==> src/rtl/dm_port_arbiter.sv <==
// dm_port_arbiter: shares one synchronous DM port between the CPU and a debug port.
// Optional debug starvation guard: define ARB_STARVE_GUARD_EN.
module dm_port_arbiter #(
    parameter int AW         = 8,
    parameter int DW         = 32,
    parameter int RD_LAT     = 1,
    parameter int STARVE_MAX = 4
) (
    input  logic          clk,
    input  logic          rst_n,
    input  logic          cpu_req,
    input  logic          cpu_we,
    input  logic [AW-1:0] cpu_addr,
    input  logic [DW-1:0] cpu_wdata,
    output logic          cpu_gnt,
    output logic          cpu_rvalid,
    input  logic          dbg_req,
    input  logic          dbg_we,
    input  logic [AW-1:0] dbg_addr,
    input  logic [DW-1:0] dbg_wdata,
    output logic          dbg_gnt,
    output logic          dbg_rvalid,
    output logic [DW-1:0] rdata,
    output logic          busy,
    output logic          mem_en,
    output logic          mem_we,
    output logic [AW-1:0] mem_addr,
    output logic [DW-1:0] mem_wdata,
    input  logic [DW-1:0] mem_rdata
);
    localparam int CW = $clog2(RD_LAT + 1);

    if (RD_LAT < 1 || STARVE_MAX < 1) begin : g_param_check
        $error("dm_port_arbiter: RD_LAT and STARVE_MAX must be >= 1");
    end

    typedef enum logic [1:0] {IDLE, ISSUE, WAIT} state_t;

    state_t        state, state_n;
    logic          owner, owner_n;
    logic [CW-1:0] cnt, cnt_n;
    logic          cpu_gnt_n, dbg_gnt_n;
    logic          cpu_rvalid_n, dbg_rvalid_n;
    logic          mem_en_n, mem_we_n;
    logic [AW-1:0] mem_addr_n;
    logic [DW-1:0] mem_wdata_n, rdata_n;
    logic          pick_dbg;

`ifdef ARB_STARVE_GUARD_EN
    localparam int SW = $clog2(STARVE_MAX + 1);

    logic [SW-1:0] starve_cnt, starve_cnt_n;

    // A saturated counter hands the next slot to a waiting debug request.
    assign pick_dbg = dbg_req && (!cpu_req || starve_cnt == SW'(STARVE_MAX));

    always_comb begin
        starve_cnt_n = starve_cnt;
        if (state == IDLE && (cpu_req || dbg_req)) begin
            if (dbg_req && !pick_dbg) starve_cnt_n = starve_cnt + SW'(1);
            else starve_cnt_n = '0;
        end
    end

    always_ff @(posedge clk or negedge rst_n) begin
        if (!rst_n) starve_cnt <= '0;
        else starve_cnt <= starve_cnt_n;
    end
`else
    assign pick_dbg = dbg_req && !cpu_req;
`endif

    always_comb begin
        state_n      = state;
        owner_n      = owner;
        cnt_n        = cnt;
        mem_en_n     = 1'b0;
        mem_we_n     = 1'b0;
        mem_addr_n   = mem_addr;
        mem_wdata_n  = mem_wdata;
        rdata_n      = rdata;
        cpu_gnt_n    = 1'b0;
        dbg_gnt_n    = 1'b0;
        cpu_rvalid_n = 1'b0;
        dbg_rvalid_n = 1'b0;
        case (state)
            IDLE: begin
                if (cpu_req || dbg_req) begin
                    owner_n     = pick_dbg;
                    mem_en_n    = 1'b1;
                    mem_we_n    = pick_dbg ? dbg_we : cpu_we;
                    mem_addr_n  = pick_dbg ? dbg_addr : cpu_addr;
                    mem_wdata_n = pick_dbg ? dbg_wdata : cpu_wdata;
                    cpu_gnt_n   = !pick_dbg;
                    dbg_gnt_n   = pick_dbg;
                    state_n     = ISSUE;
                end
            end
            ISSUE: begin
                if (mem_we) begin
                    state_n = IDLE;
                end else begin
                    cnt_n   = CW'(RD_LAT);
                    state_n = WAIT;
                end
            end
            WAIT: begin
                cnt_n = cnt - CW'(1);
                if (cnt == CW'(1)) begin
                    rdata_n      = mem_rdata;
                    cpu_rvalid_n = !owner;
                    dbg_rvalid_n = owner;
                    state_n      = IDLE;
                end
            end
            default: state_n = IDLE;
        endcase
    end

    always_ff @(posedge clk or negedge rst_n) begin
        if (!rst_n) begin
            state      <= IDLE;
            owner      <= 1'b0;
            cnt        <= '0;
            busy       <= 1'b0;
            mem_en     <= 1'b0;
            mem_we     <= 1'b0;
            mem_addr   <= '0;
            mem_wdata  <= '0;
            rdata      <= '0;
            cpu_gnt    <= 1'b0;
            dbg_gnt    <= 1'b0;
            cpu_rvalid <= 1'b0;
            dbg_rvalid <= 1'b0;
        end else begin
            state      <= state_n;
            owner      <= owner_n;
            cnt        <= cnt_n;
            busy       <= (state_n != IDLE);
            mem_en     <= mem_en_n;
            mem_we     <= mem_we_n;
            mem_addr   <= mem_addr_n;
            mem_wdata  <= mem_wdata_n;
            rdata      <= rdata_n;
            cpu_gnt    <= cpu_gnt_n;
            dbg_gnt    <= dbg_gnt_n;
            cpu_rvalid <= cpu_rvalid_n;
            dbg_rvalid <= dbg_rvalid_n;
        end
    end
endmodule

==> config.mk <==
export PLATFORM = sky130hd
export DESIGN_NAME = dm_port_arbiter
export DESIGN_NICKNAME = d
export VERILOG_FILES = /design/src/rtl/dm_port_arbiter.sv
export SDC_FILE = /design/constraint.sdc
export NUM_CORES = 1
export LEC_CHECK = 0
export BUFFER_PORTS_ARGS = -buffer_cell sky130_fd_sc_hd__buf_2
export CAP_MARGIN = 20
export CORE_MARGIN = 3
export CORE_UTILIZATION = 45
export DETAILED_ROUTE_END_ITERATION = 10
export GPL_TIMING_DRIVEN = 0
export PLACE_DENSITY_LB_ADDON = 0.05
export SLEW_MARGIN = 20
export SYNTH_ARGS = -nofsm -noshare
export SYNTH_HDL_FRONTEND = slang
export SYNTH_SLANG_ARGS = --single-unit
==> constraint.sdc <==
create_clock -name clk -period 1.85 [get_ports clk]
set_clock_uncertainty 0.2 [all_clocks]
set_input_delay 0.2775 -clock clk [delete_from_list [all_inputs] [get_ports clk]]
set_output_delay 0.2775 -clock clk [all_outputs]
set_load 0.01 [all_outputs]
# After elaboration in Yosys (flattened, before gate mapping)
# Cells that the tools add are included.
[totals]
regBits = 83
latch_bits = 0
mem_bits_rw = 0
romBits = 0
elab_cells = 49
n_memories = 0
[classes]
addsub = 1
mul = 0
div_mod_pow = 0
magnitude_cmp = 0
eq_ne = 3
n_shift = 0
muxes = 21
bitwise_logic = 0
reduce_logical = 11
[ops]
columns = ["operator", "count"]
rows = [
  ["two-way mux 32 bit", 1],
  ["two-way mux 1 bit", 14],
  ["two-way mux 8 bit", 1],
  ["two-way mux 2 bit", 3],
  ["case mux 2 bit (3 select lines)", 1],
  ["AND reduction 2 bit", 3],
  ["nonzero test 2 bit", 2],
  ["logical NOT 1 bit", 3],
  ["== test 2 x 1 -> 1 bit, second input constant", 1],
  ["== test 2 bit, second input constant", 1],
  ["logical NOT 2 bit", 1],
  ["inequality test 2 bit, second input constant", 1],
  ["case mux 1 bit (2 select lines)", 1],
  ["logical AND 1 bit", 1],
  ["logical OR 1 bit", 1],
  ["subtractor 1 bit, second input constant", 1],
]

# Depth between registers and ports, before layout
# Gate-level depths: netlist of the first run.
[depth]
word_depth = 5
mapped_depth = 5

# Worst setup path before layout of the first run
# Ideal clock, no wire load.
[synth_path]
kind = "register -> register"
from = "reg state[1]"
to = "reg mem_addr[0]"
setup_ns = 0.125
t_arrival_ns = 1.336
required_ns = 1.525
slack_ns = 0.189
stages_incl_launch_ff = 6
n_path_buf = 2
cell_sequence = "dfrtp_1 > nor2_1 > o21a_1 > buf_4 > buf_6 > mux2_2"
[synth_via]
elab_chain_len = 2
[synth_rtl]
columns = ["element", "line_no", "rtl"]
rows = [
  ["start: declaration", "39", "state_t state, state_n;"],
  ["start signal: assignment", "136", "state <= state_n;"],
  ["logical NOT 2 bit", "86", "case (state)"],
  ["AND reduction 2 bit (no source line)", "-", ""],
  ["end signal: assignment", "142", "mem_addr <= mem_addr_n;"],
  ["end: declaration", "27", "output logic [AW-1:0] mem_addr,"],
]
# No other way between the ends.
# A chain may end at the register's enable or synchronous reset.

# Worst setup path after layout of the first run
[layout_path]
from = "reg state[0]"
to = "reg rdata[8]"
[layout_via]
elab_chain_len = 2
[layout_rtl]
columns = ["element", "line_no", "rtl"]
rows = [
  ["== test 2 bit", "86", ""],
  ["AND reduction 2 bit (no source line)", "-", ""],
  ["end signal: assignment", "144", "rdata <= rdata_n;"],
  ["end: declaration", "23", "output logic [DW-1:0] rdata,"],
]
# No other way between the ends.

==> out/metrics.cfg, run 1 <==
[critical_path]
arrival_ns=1.79
rr_worst_depth=3
crit_path_end=rdata[8]
cp_max_fo=10
rrSetupSlack_ns=0.1
end_kind=flop
reg2reg_to=rdata[8]
setup.worst_path.start=state[0]
startpoint_type=flop
r2r_start=state[0]
cp_data_required_time_ns=1.88
critPathKind=reg2reg

[clock_network]
cts_num_sinks=83
htree_levels=3
insertion_delay_ns=0.34
cts_tree=yes
cts_made_buffers=9
clkTransAtPathRegs_ns=0.09
cts_root_buf=clkbuf_8
ctsLongestPathBuffers=2

[timing]
timing.fmax_mhz=570.0
setup_viol=0
tightest_slew_ns=0.4954
rsz0062_at_grt=false
holdWs_ns=0.05913
finalCriticalPeriod_ns=1.754
timing.final.hold_violations=0
slew_viol_final=0
layout_worst_path_cycle_share_pct=94.83
postLayoutSetupSlackWorst_ns=0.09573
slew-limit-headroom_pct=66.97

[synthesis]
synth_fp_nets=347
synth_xor_area_share_pct=0
netlist_area_sq_um=3726
yosys.area_share.adder_pct=0
yosys_warnings=0
synth_seq_cells=83
synth_compound_area_share_pct=1.075
synth_cells=229
yosys.area_share.simple_pct=2.082
synthMuxAreaShare_pct=37.68
avgSynthCellArea_sq_um=16.27
synth_top_family_by_area=multiplexers
ys_seq_area_share_pct=55.74
netlist-cell-type-count=21

[global_route]
antenna_found_initial=0
grt_max_degree=47
gr-total-overflow=0
grt_pass1_vias=2804
grt_usage_pct=18.86
grt_pass1_wl_mm=14.19

[final_layout]
layout_commonest_cell=buf_2
post_layout_nonfiller_instances=582
area_growth_pct=46.64
fillers=571
final_core_util_pct=69.27
multi_input_area_sq_um=1529
regArea_sq_um=2078
nNetsFinal=593
diodes=0
final_cell_mix=198 x buf_2, 82 x dfrtp_1, 74 x mux2_2
final_layout_size_suffix_gt1_share_pct=71.67

[floorplan]
dieArea_sq_um=9408
io_pins=197
die_height_um=97.00
die_x_um=97.00
start_util_pct=47.24
rows=32
coreArea_sq_um=7888

[route]
routed_wl_mm=8.739
drtPass1Iterations=4
wl_per_cell_um=15.02
vias_per_cell=4.710
dr_total_vias=2741
drtIter0Drc=49
ant_nets=0
drc=0

[min_path]
worstHoldPathType=in2reg

[placed_design]
post-dp-hpwl_mm=6.160
numPortBuffers=196
routabilityCongestion=0.7832
placedCellCount=528
post-place-ws_ns=-0.008749

[status]
status=finished clean

[pwr]
power_density_nw_per_um2=1464
p_leak_nw=2.730
vdd_drop_max_mv=0.6197

[flow_run]
max-cap-violations=0

==> worst min-delay path by stage <==
stage	startpoint	end	slack [ns]	cells past startpoint
finish	cpu_req	cpu_gnt	0.06	2
detailed placement	rst_n	rdata[20]	0.09	1
floorplan	rst_n	busy	-0.22	0
global placement	owner	cpu_rvalid	0.26	1
CTS	dbg_we	mem_we	0.04	3
global route	cpu_req	cpu_gnt	0.06	2
==> synthesized netlist by cell type <==
library cell | instances | area, sq um
a21oi_1 | 1 | 5.000
o211ai_1 | 1 | 7.510
buf_6 | 9 | 101.4
mux2_2 | 74 | 833.3
nand2b_1 | 1 | 6.260
or3b_2 | 1 | 8.760
nand2_1 | 1 | 3.750
nand3b_1 | 1 | 7.510
o21ai_0 | 1 | 5.000
inv_1 | 1 | 3.750
nor2b_1 | 2 | 12.51
nor2_1 | 4 | 15.01
or2_2 | 1 | 6.260
dfrtp_1 | 83 | 2077
mux2_4 | 38 | 570.6
nor3_1 | 1 | 5.000
a22oi_1 | 1 | 7.510
buf_2 | 3 | 15.01
and2_1 | 2 | 12.51
o21a_1 | 2 | 15.01
buf_4 | 1 | 7.510
==> per-stage QoR <==
stage                     TNS [ns]  total power (W)  instance area (sq um)
after floorplan                  0         0.005150                   3726
after global placement      -31.62         0.006418                   4835
after detailed placement  -0.02879         0.006519                   4865
after CTS                        0         0.008024                   5435
after global routing             0         0.008491                   5464
final                            0         0.007999                   5464
==> worst max-delay path, stage by stage (launching register included) <==
cell      delay, ns
dfrtp_1        0.46
nand3b_1       0.29
buf_2          0.32
mux2_2         0.37
==> power by group <==
part           total, W  internal, W  switching, W
Sequential      0.00314      0.00272      0.000426
Combinational   0.00344      0.00190       0.00154
Clock           0.00142     0.000763      0.000653
Total           0.00800      0.00538       0.00261
==> flip-flops by register name (all words and copies together), names as in the netlist, 2 cells and up <==
name / cells
mem_addr: 8
mem_wdata: 32
rdata: 32
state: 2
==> logic make-up after synthesis <==
| kind of cell | Yosys count |
|---|---|
| AND/OR/NAND/NOR | 14 |
| multiplexers | 112 |
| flip-flops | 83 |
| AO/OA/AOI/OAI | 6 |
| buffers and inverters | 14 |
==> layer usage <==
layer / vias up / track usage (%) / share of wire (%)
met4: 0 / 7.775 / 2.0
met2: 116 / 31.79 / 51
met3: 17 / 5.047 / 7.6
met5: - / 0 / 0
li1: 1298 / - / -
met1: 1310 / 22.85 / 40
==> timing repair <==
action | CTS | global route
resized for setup | 1 | 2
buffers inserted | 0 | 3
endpoints found under the hold margin | 71 | 0
cloned | 0 | 0
hold buffers | 35 | 0
setup endpoints to repair | 38 | 38
==> area by class of cell <==
type	count	area share (%)
inverter	1	0.06870
timing repair buffer	235	25.33
clock buffer	10	2.336
multi-input combinational	132	27.98
sequential	83	38.04
clock inverter	6	1.649
buffer	13	2.267
tap	102	2.336
No activity file was read; power rests on OpenSTA's default activity.
==> inputs of run 2 (changes only) <==
ABC_AREA = 1   (was not set)
==> run 2 against run 1 <==
  * Clock-buffer cell count up 1
  * Register-to-register slack improved by 0.27 ns
  * Critical endpoint is now mem_wdata[16]
  * Global-route usage is 2.6 points higher
  * Final area shrank 0.44%
  * Critical path depth is 3 higher
  * Routed wire length increased by 17%
  * Sequential share of layout area rose by 0.14 points
  * Critical path type unchanged
  * Final cell count increased by 42%
==> out/metrics.cfg, run 2 <==
[timing]
finalCriticalPeriod_ns=1.483
timing.fmax_mhz=674.5
fin_setup_tns_ns=0
layout_worst_path_cycle_share_pct=80.14
rsz0062_at_grt=false
timing.final.hold_violations=0
slew-limit-headroom_pct=65.11
holdWs_ns=0.005302
setup_viol=0
tightest_slew_ns=0.5234
postLayoutSetupSlackWorst_ns=0.3675
slew_viol_final=0

[clock_network]
insertion_delay_ns=0.33
cts_num_sinks=83
postCtsSetupRepairBufs=0
cts_resized=0
cts_made_buffers=9
htree_levels=3
ctsLongestPathBuffers=2
cts_root_buf=clkbuf_8
clkTransAtPathRegs_ns=0.09
cts_tree=yes

[synthesis]
ys_seq_area_share_pct=55.85
yosysTopAreaCellShare_pct=55.85
synth_area_leaders=dfrtp_1 56%, nand2_1 24%, nand3_1 5.8%
synth.most_common_cell=nand2_1
netlist_area_sq_um=3719
synth_fp_nets=593
synth_common_cells=239 x nand2_1, 83 x dfrtp_1, 43 x nand3_1, 35 x inv_1, 32 x o21ai_1
synth_top_cell_by_area=dfrtp_1
synthFlopType=dfrtp_1
synth_cells=475
avgSynthCellArea_sq_um=7.829
synth_seq_cells=83
async_reset_ff_share_pct=100.0
yosys_warnings=0
netlist-cell-type-count=16
synth-edff-count=0

[placed_design]
post-place-ws_ns=0.3823
numPortBuffers=195
post-dp-hpwl_mm=7.413
routabilityCongestion=0.7977

[route]
ant_nets=0
vias_per_cell=4.638
drtIter0Drc=114
drtPass1Iterations=4
dr_total_vias=3826
wl_per_cell_um=12.38
drc=0
routed_wl_mm=10.21

[final_layout]
final_layout_size_suffix_gt1_share_pct=33.61
final_cell_mix=239 x nand2_1, 211 x buf_2, 83 x dfrtp_1
layout_commonest_cell=nand2_1
reg_top3=mem_wdata x32, rdata x32, mem_addr x8
area_growth_pct=46.30
fillers=661
nNetsFinal=836
diodes=0

[floorplan]
io_pins=197
coreArea_sq_um=7888
dieArea_sq_um=9391
start_util_pct=47.14
rows=32
die_height_um=96.91
die_x_um=96.91

[pwr]
power_density_nw_per_um2=1435
vdd_drop_max_mv=0.6773
p_leak_nw=3.273

[critical_path]
arrival_ns=1.56
setup.worst_path.start=state[1]
end_kind=flop
cp_max_fo=10
critPathKind=reg2reg
startpoint_type=flop
cp_data_required_time_ns=1.92
r2r_start=state[1]

[global_route]
grt_usage_pct=21.51
top_usage_layer=met2
met2_usage_pct=39.28
met3_usage_pct=4.470
met1_usage_pct=25.70
grt_max_degree=43
grt_pass1_wl_mm=16.70
antenna_found_initial=0
gr-total-overflow=0
grt_pass1_vias=3619

[status]
status=finished clean

[min_path]
worstHoldPathType=in2reg
min_from=cpu_addr[5]

[flow_run]
max-cap-violations=0

==> run 2: cell count changes in the layout (fill, tap and decap cells not counted), moves of 13 or more <==
cell and delta:
nand3_1 +43, nand2_1 +238, inv_1 +34, buf_2 +13, mux2_4 -38, mux2_2 -74, o21ai_1 +32
==> run 2: final cells by class <==
class / count / area, sq um / share of cell area [%]
flip-flops and latches: 83 / 2077 / 38.18
repair buffers: 232 / 1359 / 24.98
multi-input cells: 327 / 1346 / 24.75
plain buffers: 28 / 156.4 / 2.875
clock buffers: 11 / 151.4 / 2.783
inverters: 37 / 138.9 / 2.553
well taps: 102 / 127.6 / 2.346
clock inverters: 5 / 83.83 / 1.541
==> run 2: logic make-up after synthesis <==
group,share of synthesized area [%]
buffers and inverters,7.941
DFF,55.85
and+or+nand+nor,31.53
AOI/OAI and AO/OA,4.677
==> run 2: metal layers <==
metal / vias to the layer above / share of wire, %
met4: 0 / 0.93
li1: 1939 / -
met3: 9 / 6.9
met1: 1744 / 41
met5: - / 0
met2: 134 / 51
==> run 2: path summary, 6_finish.rpt <==
path / cells after the start / slack, ns / to
hold reg to reg: 1 / 0.26 / cpu_rvalid
min in group asynchronous: 2 / 0.25 / rdata[26]
hold / removal: 5 / 0.005 / mem_addr[5]
max in group asynchronous: 3 / 0.59 / mem_wdata[16]
setup / recovery: 6 / 0.37 / mem_wdata[16]
setup reg to reg: 6 / 0.37 / mem_wdata[16]
==> run 2: critical path, cell delays in order, from the launching register on <==
cell and delay, ns:
dfrtp_1 0.42, nor2_2 0.22, inv_2 0.09, nor2_4 0.15, buf_4 0.20, nand2_1 0.08, nand2_1 0.06
==> run 2: report_power, final <==
| group | total [W] | switching [W] | internal [W] | leakage (nW) |
|---|---|---|---|---|
| sequential | 0.00310 | 0.000430 | 0.00267 | 1.03 |
| clock | 0.00148 | 0.000640 | 0.000839 | 0.112 |
| combinational | 0.00323 | 0.00190 | 0.00133 | 2.13 |
==> run 2: metrics by stage <==
stage	utilization, %	power (W)	area, sq um	instances
global route	68.97	0.008403	5440	825
global placement	61.14	0.006202	4822	772
finish	68.97	0.007804	5440	825
CTS	68.97	0.007872	5440	825
detailed placement	61.42	0.006315	4845	773
floorplan	-	0.004905	3719	475
==> run 2: repair_timing <==
item,CTS,global route
endpoints found under the hold margin,75,0
hold buffers,36,0
endpoints found under the setup margin,0,0
